[src/rtl/jk_count_sequencer.sv]
// Up/down modulo counter sequenced by an IDLE/RUN/DONE FSM. The count is held in a
// bank of JK flip-flops, and the per-bit J/K excitations are exported for a downstream bank.
module jk_count_sequencer #(
   parameter int unsigned WIDTH = 4
) (
   input  logic             clk,
   input  logic             reset,
   input  logic             start,
   input  logic             stop,
   input  logic             up,
   input  logic             oneshot,
   input  logic             load,
   input  logic [WIDTH-1:0] load_val,
   input  logic [WIDTH-1:0] mod_n,
   output logic [WIDTH-1:0] j_out,
   output logic [WIDTH-1:0] k_out,
   output logic [WIDTH-1:0] q,
   output logic [WIDTH-1:0] qbar,
   output logic             tc,
   output logic             busy,
   output logic             done
);

   typedef enum logic [1:0] {StIdle, StRun, StDone} state_e;

   state_e           state_q, state_d;
   logic [WIDTH-1:0] toggle;

   assign qbar = ~q;
   assign busy = (state_q == StRun);
   assign done = (state_q == StDone);

   always_comb begin
      tc = up ? (q == mod_n) : (q == '0);
   end

   // A bit toggles when every lower bit is 1 (counting up) or 0 (counting down).
   always_comb begin
      toggle    = '0;
      toggle[0] = 1'b1;
      for (int unsigned i = 1; i < WIDTH; i++) begin
         toggle[i] = toggle[i-1] & ~(q[i-1] ^ up);
      end
   end

   always_comb begin
      state_d = state_q;
      j_out   = '0;
      k_out   = '0;
      unique case (state_q)
         StIdle: begin
            if (start && !stop) state_d = StRun;
         end
         StRun: begin
            if (stop) begin
               state_d = StIdle;
            end else if (tc && oneshot) begin
               if (!load) state_d = StDone;
            end else if (tc) begin
               j_out = up ? '0 : mod_n;
               k_out = up ? '1 : ~mod_n;
            end else begin
               j_out = toggle;
               k_out = toggle;
            end
         end
         StDone: begin
            state_d = StIdle;
         end
         default: begin
            state_d = StIdle;
         end
      endcase
      // Load overrides every excitation but leaves the sequencing untouched.
      if (load) begin
         j_out = load_val;
         k_out = ~load_val;
      end
   end

   always_ff @(posedge clk or posedge reset) begin
      if (reset) begin
         state_q <= StIdle;
         q       <= '0;
      end else begin
         state_q <= state_d;
         q       <= (j_out & ~q) | (~k_out & q);
      end
   end

endmodule

[config.mk]
export PLATFORM = sky130hd
export DESIGN_NAME = jk_count_sequencer
export DESIGN_NICKNAME = d
export VERILOG_FILES = /design/src/rtl/jk_count_sequencer.sv
export SDC_FILE = /design/constraint.sdc
export NUM_CORES = 1
export LEC_CHECK = 0
export ABC_AREA = 1
export BUFFER_PORTS_ARGS = -buffer_cell sky130_fd_sc_hd__buf_2
export CAP_MARGIN = 20
export CORE_MARGIN = 1
export CORE_UTILIZATION = 41
export DETAILED_ROUTE_END_ITERATION = 8
export GPL_TIMING_DRIVEN = 0
export PLACE_DENSITY = 0.73
export SYNTH_ARGS = -nofsm -noshare
export SYNTH_HDL_FRONTEND = slang
export SYNTH_SLANG_ARGS = --single-unit
[constraint.sdc]
create_clock -name clk -period 1.9 [get_ports clk]
set_input_delay 0.38 -clock clk [delete_from_list [all_inputs] [get_ports clk]]
set_output_delay 0.38 -clock clk [all_outputs]
set_load 0.02 [all_outputs]
After elaboration in Yosys (flattened, before gate mapping) --
Cells that the tools add are included.
Cells by class: equality and inequality tests 6, mux-type cells 18, bitwise gates (word level) 15, reductions and logical operators 6
Operators with widths (number):
- two-way mux 4 bit | 12
- inverter 4 bit | 4
- AND 4 bit | 2
- two-way mux 2 bit | 4
- == test 4 bit | 1
- zero test 4 bit | 1
- bitwise OR 4 bit | 1
- case mux 2 bit (2 select lines) | 1
- inequality test 3 x 2 -> 1 bit (second input constant) | 1
- inequality test 3 bit (second input constant) | 1
- inverter 1 bit | 3
- AND reduction 3 bit | 1
- bitwise XOR 1 bit | 3
- AND 1 bit | 2
- == test 2 x 1 -> 1 bit (second input constant) | 1
- == test 2 bit (second input constant) | 1
- logical AND 1 bit | 2
- zero test 2 bit | 1
- inequality test 2 bit (second input constant) | 1
- zero test 1 bit | 1
- two-way mux 1 bit | 1
Storage, ports and cells: register bits 6, output and inout port bits 19, logic and storage cells 47

Depth between registers and ports, before layout --
Gate-level depths: netlist (run 1).
depth after elaboration 12, depth in mapped cells 13, depth with buffers taken out 12

Least setup slack after synthesis (run 1) --
No wires, ideal clock.
path type register to output, start point register q[1], end point output k_out[2], arrival time 1519 ps, data required time 1520 ps, setup slack 1 ps, stages on the path, launching flop included 12, path buffers 1, path through dfrtp_1 -> inv_2 -> nand2_1 -> nand3_1 -> nor2_2 -> nand2_2 -> nand2_4 -> buf_6 -> o21ai_1 -> nand2_1 -> nand2_1 -> nand2_1
Between the ends: elaborated cells on any way between the ends 12, classes of those cells eq/ne (1); mux (6); bitwise (3); reduce/logical (2)
RTL lines:
- from (decl) | line 17 | output logic [WIDTH-1:0] q,
- from (signal assigned) | line 87 | q <= (j_out & ~q) | (~k_out & q);
- == test 4 bit or zero test 4 bit (tied branches) | line 34 | tc = up ? (q == mod_n) : (q == '0);
- two-way mux 1 bit * | line 34
- via tc | line 19 | output logic tc,
- two-way mux 4 bit or logical AND 1 bit (tied branches) | line 59, 57
- two-way mux 4 bit * | line 57 | end else if (tc && oneshot) begin
- two-way mux 4 bit * | line 55 | if (stop) begin
- two-way mux 4 bit * | line 50 | unique case (state_q)
- two-way mux 4 bit * | line 75 | if (load) begin
- to (decl) | line 16 | output logic [WIDTH-1:0] k_out,
The timed path passes the listed nets; every way through them passes the cells marked *.

Worst setup path in the final report (run 1) --
start point register q[0], end point output k_out[3]
Between the ends: word-level cells in the longest chain between the ends 9, elaborated cells on any way between the ends 13, classes of those cells eq/ne (1); mux (6); bitwise (4); reduce/logical (2)
Ends and longest elaborated chain:
- bitwise XOR 1 bit | line 42 | toggle[i] = toggle[i-1] & ~(q[i-1] ^ up);
- inverter 1 bit | line 42
- AND 1 bit (2 in series) | line 42
- two-way mux 4 bit | line 59 | end else if (tc) begin
- two-way mux 4 bit * | line 57
- two-way mux 4 bit * | line 55
- two-way mux 4 bit * | line 50
- two-way mux 4 bit * | line 75
Mark *: on every way between the ends. The rest lies on a longest branch, timed or not.

==> metrics.txt, run 1 <==
# TYPE chip_impl_metric gauge
chip_impl_metric{name="layout_overhead_on_the_synthesized_area",unit="%"} 65.16
chip_impl_metric{name="multi_input_area",unit="µm²"} 488.0
chip_impl_metric{name="io_buffer_count",unit=""} 32
chip_impl_metric{name="worst_ir_drop_vdd",unit="V"} 0.0009046
chip_impl_metric{name="finalHoldViolCount",unit=""} 0
chip_impl_metric{name="post-route-worst-setup-slack",unit="ns"} -0.1715
chip_impl_metric{name="synthCells",unit=""} 115
chip_impl_metric{name="fin_worst_hold_slack",unit="ns"} 0.03779
chip_impl_info{name="clock-root-buffer",value="sky130_fd_sc_hd__clkbuf_4"} 1
chip_impl_metric{name="p_clk_share",unit="%"} 8.2
chip_impl_metric{name="globalRoute.totalOverflow",unit=""} 0
chip_impl_metric{name="detailedPlacementHpwl",unit="mm"} 1.396
chip_impl_metric{name="crit_required",unit="ns"} 1.52
chip_impl_metric{name="p_sw",unit="mW"} 0.7157
chip_impl_info{name="cts_tree",value="built"} 1
chip_impl_metric{name="core",unit="µm²"} 1506
chip_impl_metric{name="worstMarginPinSlew",unit="ns"} 0.2447
chip_impl_info{name="cp_common_cell",value="sky130_fd_sc_hd__nand2_2"} 1
chip_impl_info{name="timing.rr.end",value="q[1]"} 1
chip_impl_metric{name="postRouteWirelength",unit="mm"} 2.086
chip_impl_metric{name="syn_nets",unit=""} 130
chip_impl_metric{name="boundaryPins",unit=""} 34
chip_impl_metric{name="ys_seq_area_share",unit="%"} 22.60
chip_impl_metric{name="achievable-frequency",unit="MHz"} 482.7
chip_impl_metric{name="n_antenna_cell",unit=""} 0
chip_impl_metric{name="final_cells",unit=""} 179
chip_impl_info{name="status",value="finished, violations left"} 1
chip_impl_metric{name="grt_pass1_vias",unit=""} 774
chip_impl_info{name="cp-end-kind",value="output pin"} 1
chip_impl_metric{name="num_vias",unit=""} 886
chip_impl_metric{name="r2r_cells",unit=""} 13
chip_impl_metric{name="dr.pass1.iters",unit=""} 5
chip_impl_info{name="worst_hold_path_type",value="input pin to async pin"} 1
chip_impl_metric{name="detail_route.wl_per_cell",unit="µm"} 11.65
chip_impl_metric{name="drt_antenna_net_count",unit=""} 0
chip_impl_metric{name="cts_sinks",unit=""} 6
chip_impl_metric{name="avgViaCountPerCell",unit=""} 4.950
chip_impl_metric{name="cts_made_buffers",unit=""} 3
chip_impl_info{name="violations",value="negative setup slack"} 1
chip_impl_metric{name="switching_share",unit="%"} 51.27
chip_impl_metric{name="internal_power",unit="mW"} 0.6802
chip_impl_info{name="criticalPathCategory",value="flop to output pin"} 1
chip_impl_metric{name="cts_max_path_buffers",unit=""} 2
chip_impl_metric{name="die_area",unit="µm²"} 1785
chip_impl_info{name="rsz0062_at_grt",value="yes"} 1
chip_impl_metric{name="placementRows",unit=""} 14
chip_impl_metric{name="initial_utilization",unit="%"} 44.10
chip_impl_metric{name="worst_skew_pair.late_latency",unit="ns"} 0.24
chip_impl_metric{name="grt_antenna_before_repair",unit=""} 0
chip_impl_metric{name="chipHeight",unit="µm"} 42.26
chip_impl_metric{name="share_of_final_layout_standard_cells_stronger_than_drive_strength_1",unit="%"} 53.37
chip_impl_metric{name="p_comb_share",unit="%"} 72.1
chip_impl_metric{name="critical_path_peak_fanout",unit=""} 6
chip_impl_metric{name="cap_viol_max_count",unit=""} 0
chip_impl_metric{name="die_w",unit="µm"} 42.26
chip_impl_metric{name="p_per_area",unit="nW/µm²"} 1272
chip_impl_metric{name="timing_max_transition_violations_final",unit=""} 0
chip_impl_metric{name="worst-r2r-setup-slack",unit="ns"} 0.25
chip_impl_metric{name="remaining_max_slew_budget_at_the_tightest_pin",unit="%"} 83.69
chip_impl_metric{name="finClkSkew",unit="ns"} 0.002880
chip_impl_metric{name="leakage",unit="nW"} 0.6254
chip_impl_metric{name="drc_marker_count_from_the_first_detailed_route_iteration",unit=""} 12
chip_impl_metric{name="pin_count_of_the_biggest_net_entering_global_routing",unit=""} 11
chip_impl_info{name="cpMaxStageDelayCell",value="sky130_fd_sc_hd__dfrtp_2"} 1
chip_impl_metric{name="clock_pin_slew_worst_setup_and_hold_paths",unit="ns"} 0.04
chip_impl_metric{name="finalWorstPathRequiredPeriod",unit="ns"} 2.072
chip_impl_info{name="worst_path_dominant_cell_family",value="simple AND/OR/NAND/NOR gates"} 1
chip_impl_info{name="worst_setup_path_start_kind",value="flop"} 1
chip_impl_metric{name="worst_ep_arrival_time",unit="ns"} 1.69
chip_impl_metric{name="ys_seq_elements",unit=""} 6
chip_impl_metric{name="layout.filler_cells",unit=""} 126
chip_impl_metric{name="finalCoreUtilization",unit="%"} 72.84
chip_impl_metric{name="final_net_count",unit=""} 180
chip_impl_metric{name="critical_path_buf_inv_count",unit=""} 3
chip_impl_metric{name="syn-mean-instance-area",unit="µm²"} 5.777
chip_impl_info{name="critical_path.cell_chain",value="nand2_2 -> inv_4 -> nor2_4 -> nor2_2 -> nand2_2 -> nand2_4 -> buf_6 -> a21oi_1 -> nand2_2 -> nand2_1 -> buf_6"} 1
chip_impl_metric{name="final-seq-area",unit="µm²"} 152.6
chip_impl_metric{name="timing.final.crit_share",unit="%"} 109.0
chip_impl_metric{name="place_inst",unit=""} 163
chip_impl_metric{name="synthesis.area",unit="µm²"} 664.4
chip_impl_metric{name="post_synth_num_cell_types",unit=""} 19
chip_impl_metric{name="finalInstanceArea",unit="µm²"} 1097
chip_impl_info{name="crit-reg2reg-launch",value="q[0]"} 1
chip_impl_metric{name="dpl_cell_area",unit="µm²"} 844.6
chip_impl_metric{name="yosysWarnings",unit=""} 0
chip_impl_metric{name="globalplace.congestion",unit=""} 0.7997
chip_impl_metric{name="grt_pass1_wl",unit="mm"} 3.022
chip_impl_metric{name="htreeDepth",unit=""} 1
chip_impl_metric{name="maximum_single_stage_delay_on_the_critical_path",unit="ns"} 0.46
chip_impl_metric{name="setup_viol",unit=""} 8
chip_impl_metric{name="seqPwrFrac",unit="%"} 19.7
chip_impl_metric{name="grtUsageTotal",unit="%"} 21.59
chip_impl_metric{name="remaining_drc_errors",unit=""} 0
power groups by stage:
stage	clock network (mW)	logic [mW]	registers (mW)
5_1_grt	0.120	1.08	0.282
3_5_place_dp	0	0.746	0.261
4_1_cts	0.118	0.870	0.260
2_1_floorplan	0	0.484	0.295
3_3_place_gp	0	0.724	0.259
6_report	0.115	1.01	0.274
final cells by class:
type / instances / share of cell area (%)
clock buffers: 3 / 2.052
well taps: 16 / 1.824
flip-flops and latches: 6 / 13.91
plain buffers: 2 / 2.052
multi-input cells: 89 / 44.47
repair buffers: 45 / 29.30
inverters: 18 / 6.385
cells in the final DEF (no fill, tap or decap):
| master | netlist | routed |
|---|---|---|
| sky130_fd_sc_hd__nand3_1 | 9 | 7 |
| sky130_fd_sc_hd__a21oi_1 | 5 | 4 |
| sky130_fd_sc_hd__buf_2 | 0 | 23 |
| sky130_fd_sc_hd__nand2_1 | 45 | 34 |
| sky130_fd_sc_hd__inv_2 | 4 | 4 |
| sky130_fd_sc_hd__nor2_1 | 9 | 6 |
| sky130_fd_sc_hd__xor2_1 | 1 | 1 |
| sky130_fd_sc_hd__inv_4 | 0 | 1 |
| sky130_fd_sc_hd__nand4_2 | 1 | 1 |
| sky130_fd_sc_hd__nand2_4 | 1 | 1 |
| sky130_fd_sc_hd__nand3b_1 | 2 | 2 |
| sky130_fd_sc_hd__a21oi_2 | 0 | 1 |
| sky130_fd_sc_hd__buf_4 | 0 | 11 |
| sky130_fd_sc_hd__inv_1 | 13 | 13 |
| sky130_fd_sc_hd__nor2_2 | 2 | 2 |
| sky130_fd_sc_hd__buf_6 | 2 | 13 |
| sky130_fd_sc_hd__nor2_4 | 0 | 3 |
| sky130_fd_sc_hd__o21ai_0 | 3 | 2 |
| sky130_fd_sc_hd__or2_2 | 4 | 4 |
| sky130_fd_sc_hd__nand3_2 | 0 | 2 |
| sky130_fd_sc_hd__nand2_2 | 4 | 15 |
| sky130_fd_sc_hd__a21oi_4 | 1 | 1 |
| sky130_fd_sc_hd__dfrtp_1 | 6 | 4 |
| sky130_fd_sc_hd__clkbuf_4 | 0 | 3 |
| sky130_fd_sc_hd__o21ai_1 | 2 | 3 |
| sky130_fd_sc_hd__dfrtp_2 | 0 | 2 |
per-stage QoR:
stage,total power [mW],setup WS (ns),TNS (ns)
after floorplan,0.7794,0.001093,0
after global placement,0.9832,-0.02368,-0.1519
after detailed placement,1.007,-0.01650,-0.1003
after CTS,1.248,-0.1488,-1.130
after global routing,1.481,-0.2340,-1.724
final,1.396,-0.1715,-1.235
synthesized netlist by cell type, drive strengths merged:
library cell | n | area [µm²]
nand2 | 50 | 205.2
inv | 17 | 63.81
nor2 | 11 | 46.29
nand3 | 9 | 45.04
a21oi | 6 | 41.29
dfrtp | 6 | 150.1
o21ai | 5 | 25.02
or2 | 4 | 25.02
buf | 2 | 22.52
nand3b | 2 | 15.01
clkinv | 1 | 3.750
nand4 | 1 | 12.51
xor2 | 1 | 8.760
timing repair:
| item | in CTS | in global routing |
|---|---|---|
| hold buffers | 0 | 0 |
| setup endpoints to repair | 8 | 9 |
| setup buffers | 5 | 7 |
| pin swaps | 3 | 9 |
| gates resized for setup | 25 | 21 |
| cloned | 1 | 0 |
logic make-up after synthesis:
family	after synthesis	share of synthesized area, %
AND/OR/NAND/NOR	77	52.54
buffers and inverters	20	13.56
AO/OA/AOI/OAI	11	9.981
flip-flops	6	22.60
XOR/XNOR	1	1.319
worst register-to-register path, stage by stage (launching register included):
cell and delay (ns):
sky130_fd_sc_hd__dfrtp_2 0.44, sky130_fd_sc_hd__nand2_2 0.09, sky130_fd_sc_hd__inv_4 0.07, sky130_fd_sc_hd__nor2_4 0.03, sky130_fd_sc_hd__nor2_2 0.13, sky130_fd_sc_hd__nand2_2 0.09
sky130_fd_sc_hd__buf_4 0.14, sky130_fd_sc_hd__nand3b_1 0.11, sky130_fd_sc_hd__nand2_1 0.08, sky130_fd_sc_hd__nand2_1 0.07, sky130_fd_sc_hd__nand2_2 0.06, sky130_fd_sc_hd__buf_4 0.13
sky130_fd_sc_hd__nand2_1 0.05, sky130_fd_sc_hd__nand2_1 0.05
how the worst max path moves through the flow:
stage | start | to | slack, ns | cells after the start
3_3_place_gp | mod_n[0] | j_out[1] | -0.02 | 11
6_report | q[0] | k_out[3] | -0.17 | 11
2_1_floorplan | q[1] | k_out[2] | 0.001 | 11
3_5_place_dp | mod_n[0] | j_out[3] | -0.02 | 11
5_1_grt | q[1] | k_out[2] | -0.23 | 12
4_1_cts | q[0] | k_out[3] | -0.15 | 10
layer usage:
layer	GRT usage [%]	vias up	wire [µm]
met5	0	-	0
met4	7.500	0	7
met1	25.47	413	877
met3	1.293	2	72
met2	40.62	20	1128
li1	-	451	-
registers in the layout (all words and copies together), names as in the netlist:
signal   count
q            4
state_q      2
No activity file was read; power rests on OpenSTA's default activity.
==> run 2, diff against run 1 <==
--- a/config.mk
+++ b/config.mk
@@ -6,12 +6,15 @@
 export NUM_CORES = 1
 export LEC_CHECK = 0
 export ABC_AREA = 1
+export ABC_CLOCK_PERIOD_IN_PS = 1900
 export BUFFER_PORTS_ARGS = -buffer_cell sky130_fd_sc_hd__buf_2
 export CAP_MARGIN = 20
 export CORE_MARGIN = 1
 export CORE_UTILIZATION = 41
 export DETAILED_ROUTE_END_ITERATION = 8
+export GPL_ROUTABILITY_DRIVEN = 0
 export GPL_TIMING_DRIVEN = 0
+export HOLD_SLACK_MARGIN = 0.08
 export PLACE_DENSITY = 0.73
 export SYNTH_ARGS = -nofsm -noshare
 export SYNTH_HDL_FRONTEND = slang
==> run 2 against run 1 <==
  * The run still ends with negative setup slack left
  * Sequential share of layout area is 0.13 points lower
  * Largest cell class unchanged
  * Non-clock buffer count is 1 higher
  * Critical path depth stayed put
  * Die area stayed put
  * Combinational power hardly changed
  * Cell count is 0.56% higher
  * Power hardly changed
  * Clock power hardly changed
  * Register-to-register slack hardly changed
  * Critical endpoint unchanged
  * Maximum frequency is 0.38% higher
==> metrics.txt, run 2 (synthesis gave the netlist of run 1 again) <==
# TYPE chip_impl_metric gauge
chip_impl_metric{name="internal_power",unit="mW"} 0.6815
chip_impl_metric{name="r2r_cells",unit=""} 13
chip_impl_metric{name="dpl_cell_area",unit="µm²"} 844.6
chip_impl_metric{name="layout_overhead_on_the_synthesized_area",unit="%"} 66.67
chip_impl_info{name="cp-end-kind",value="output pin"} 1
chip_impl_metric{name="clock_pin_slew_worst_setup_and_hold_paths",unit="ns"} 0.04
chip_impl_metric{name="worstMarginPinSlew",unit="ns"} 0.2446
chip_impl_metric{name="maximum_single_stage_delay_on_the_critical_path",unit="ns"} 0.45
chip_impl_metric{name="p_per_area",unit="nW/µm²"} 1262
chip_impl_metric{name="cts_sinks",unit=""} 6
chip_impl_metric{name="fin_worst_hold_slack",unit="ns"} 0.4364
chip_impl_metric{name="switching_share",unit="%"} 51.21
chip_impl_metric{name="final_cells",unit=""} 180
chip_impl_metric{name="worst_ep_arrival_time",unit="ns"} 1.68
chip_impl_metric{name="largest_register_ffs",unit=""} 4
chip_impl_metric{name="worst-r2r-setup-slack",unit="ns"} 0.25
chip_impl_metric{name="drt-met1-wl",unit="µm"} 870
chip_impl_metric{name="worst_ir_drop_vdd",unit="V"} 0.0009029
chip_impl_metric{name="timing_max_transition_violations_final",unit=""} 0
chip_impl_metric{name="setup_viol",unit=""} 8
chip_impl_metric{name="grt_antenna_before_repair",unit=""} 0
chip_impl_info{name="critical_path.cell_chain",value="nand2_2 -> inv_4 -> nor2_4 -> nor2_2 -> nand2_2 -> nand2_4 -> buf_6 -> a21oi_1 -> nand2_2 -> nand2_1 -> buf_6"} 1
chip_impl_metric{name="drc_marker_count_from_the_first_detailed_route_iteration",unit=""} 10
chip_impl_info{name="cp_common_cell",value="sky130_fd_sc_hd__nand2_2"} 1
chip_impl_info{name="cts_tree",value="built"} 1
chip_impl_metric{name="critical_path_peak_fanout",unit=""} 6
chip_impl_info{name="worst_setup_path_start_kind",value="flop"} 1
chip_impl_info{name="status",value="finished, violations left"} 1
chip_impl_metric{name="crit_required",unit="ns"} 1.52
chip_impl_metric{name="n_antenna_cell",unit=""} 0
chip_impl_info{name="worst_hold_path_type",value="input pin to flop"} 1
chip_impl_metric{name="postRouteWirelength",unit="mm"} 2.094
chip_impl_metric{name="post-route-worst-setup-slack",unit="ns"} -0.1637
chip_impl_metric{name="globalRoute.totalOverflow",unit=""} 0
chip_impl_metric{name="finalHoldViolCount",unit=""} 0
chip_impl_metric{name="total_length_of_routed_met3_wires",unit="µm"} 83
chip_impl_metric{name="finalInstanceArea",unit="µm²"} 1107
chip_impl_metric{name="remaining_max_slew_budget_at_the_tightest_pin",unit="%"} 83.69
chip_impl_info{name="timing.rr.end",value="q[1]"} 1
chip_impl_metric{name="cap_viol_max_count",unit=""} 0
chip_impl_metric{name="layout.filler_cells",unit=""} 123
chip_impl_metric{name="place_inst",unit=""} 163
chip_impl_metric{name="amount_of_wire_on_met2_after_detailed_routing",unit="mm"} 1.133
chip_impl_metric{name="die_w",unit="µm"} 42.26
chip_impl_info{name="crit-reg2reg-launch",value="q[0]"} 1
chip_impl_metric{name="grt_pass1_wl",unit="mm"} 3.022
chip_impl_metric{name="chipHeight",unit="µm"} 42.26
chip_impl_metric{name="remaining_drc_errors",unit=""} 0
chip_impl_metric{name="p_comb_share",unit="%"} 72.2
chip_impl_info{name="violations",value="negative setup slack"} 1
chip_impl_metric{name="detail_route.wl_per_cell",unit="µm"} 11.63
chip_impl_info{name="criticalPathCategory",value="flop to output pin"} 1
chip_impl_metric{name="dr.pass1.iters",unit=""} 4
chip_impl_info{name="worstSetupEndpoint",value="k_out[3]"} 1
chip_impl_info{name="crit_path_start",value="q[0]"} 1
chip_impl_info{name="leading_cell_types_in_the_layout_fill_and_taps_excluded",value="sky130_fd_sc_hd__nand2_1, sky130_fd_sc_hd__buf_2, sky130_fd_sc_hd__nand2_2"} 1
chip_impl_info{name="topRoutingLayerUsed",value="met4"} 1
chip_impl_metric{name="grtUsageTotal",unit="%"} 21.59
chip_impl_metric{name="finalWorstPathRequiredPeriod",unit="ns"} 2.064
chip_impl_metric{name="p_clk_share",unit="%"} 8.2
chip_impl_metric{name="cts_max_path_buffers",unit=""} 2
chip_impl_metric{name="leakage",unit="nW"} 0.6296
chip_impl_metric{name="seqPwrFrac",unit="%"} 19.6
chip_impl_metric{name="boundaryPins",unit=""} 34
chip_impl_metric{name="drt_antenna_net_count",unit=""} 0
chip_impl_info{name="rsz0062_at_grt",value="yes"} 1
chip_impl_metric{name="cts_made_buffers",unit=""} 3
chip_impl_metric{name="finalCoreUtilization",unit="%"} 73.51
chip_impl_metric{name="grt_pass1_vias",unit=""} 775
chip_impl_metric{name="avgViaCountPerCell",unit=""} 4.922
chip_impl_metric{name="pin_count_of_the_biggest_net_entering_global_routing",unit=""} 11
chip_impl_metric{name="achievable-frequency",unit="MHz"} 484.6
chip_impl_metric{name="detailedPlacementHpwl",unit="mm"} 1.396
chip_impl_metric{name="htreeDepth",unit=""} 1
chip_impl_info{name="clock-root-buffer",value="sky130_fd_sc_hd__clkbuf_4"} 1
chip_impl_info{name="cpMaxStageDelayCell",value="sky130_fd_sc_hd__dfrtp_2"} 1
chip_impl_info{name="most_frequent_standard_cell_in_the_layout_excluding_fill_and_tap_cells",value="sky130_fd_sc_hd__nand2_1"} 1
chip_impl_metric{name="final_net_count",unit=""} 181
chip_impl_metric{name="placementRows",unit=""} 14
chip_impl_metric{name="preCtsSetupSlack",unit="ns"} -0.01650
chip_impl_metric{name="worst_skew_pair.late_latency",unit="ns"} 0.24
chip_impl_metric{name="initial_utilization",unit="%"} 44.10
chip_impl_info{name="top_regs",value="q: 4 flops, state_q: 2 flops"} 1
chip_impl_metric{name="die_area",unit="µm²"} 1785
chip_impl_metric{name="share_of_final_layout_standard_cells_stronger_than_drive_strength_1",unit="%"} 53.05
chip_impl_metric{name="cells_on_worst_hold_path",unit=""} 4
chip_impl_metric{name="multi_input_area",unit="µm²"} 488.0
chip_impl_metric{name="num_vias",unit=""} 886
chip_impl_info{name="top_register",value="q"} 1
chip_impl_metric{name="final-seq-area",unit="µm²"} 152.6
chip_impl_metric{name="finClkSkew",unit="ns"} 0.002880
chip_impl_metric{name="io_buffer_count",unit=""} 32
chip_impl_metric{name="p_sw",unit="mW"} 0.7154
chip_impl_metric{name="core",unit="µm²"} 1506
chip_impl_metric{name="timing.final.crit_share",unit="%"} 108.6
==> run 2: cell count changes in the layout (fill, tap and decap cells not counted) <==
| cell | previous run | this run |
|---|---|---|
| sky130_fd_sc_hd__dlygate4sd3_1 | 0 | 1 |
==> run 2: cell type report <==
cell class / count / area share, %
Tap cell: 16 / 1.808
Multi-Input combinational cell: 89 / 44.07
Inverter: 18 / 6.328
Sequential cell: 6 / 13.79
Timing Repair Buffer: 46 / 29.94
Buffer: 2 / 2.034
Clock buffer: 3 / 2.034
==> run 2: worst min path at each step <==
| stage | startpoint | slack [ns] | endpoint |
|---|---|---|---|
| floorplan | reset | 0.17 | q[0] |
| global placement | reset | 0.31 | q[3] |
| detailed placement | reset | 0.30 | state_q[1] |
| CTS | stop | 0.43 | state_q[1] |
| global route | stop | 0.49 | state_q[1] |
| finish | stop | 0.44 | state_q[1] |
==> run 2: timing repair <==
action,CTS,global route
setup endpoints to repair,8,9
cloned,1,0
pin swaps,3,9
buffers inserted,5,7
hold buffers,1,0
hold endpoints to repair,6,0
resized for setup,25,21
==> run 2: per-layer routing <==
metal,up-vias,global-route usage (%)
met5,-,0
met4,0,7.500
met3,2,1.293
met2,22,40.62
met1,409,25.47
li1,453,-
==> run 2: critical path, delay by kind of cell (launching register included) <==
family	cells	cell delay (ns)
flops	1	0.45
buf+inv	3	0.28
simple gates	7	0.54
compound gates	1	0.15
==> run 2: power groups by stage <==
| stage | combinational, mW | clock, mW | sequential [mW] |
|---|---|---|---|
| 2_1_floorplan | 0.484 | 0 | 0.295 |
| 3_3_place_gp | 0.724 | 0 | 0.259 |
| 3_5_place_dp | 0.746 | 0 | 0.261 |
| 4_1_cts | 0.871 | 0.118 | 0.260 |
| 5_1_grt | 1.08 | 0.120 | 0.282 |
| 6_report | 1.01 | 0.115 | 0.274 |
==> run 2: stage by stage <==
stage               total power [mW]  setup TNS [ns]
detailed placement             1.007         -0.1003
CTS                            1.249          -1.130
finish                         1.397          -1.211
floorplan                     0.7794               0
global route                   1.483          -1.724
global placement              0.9832         -0.1519
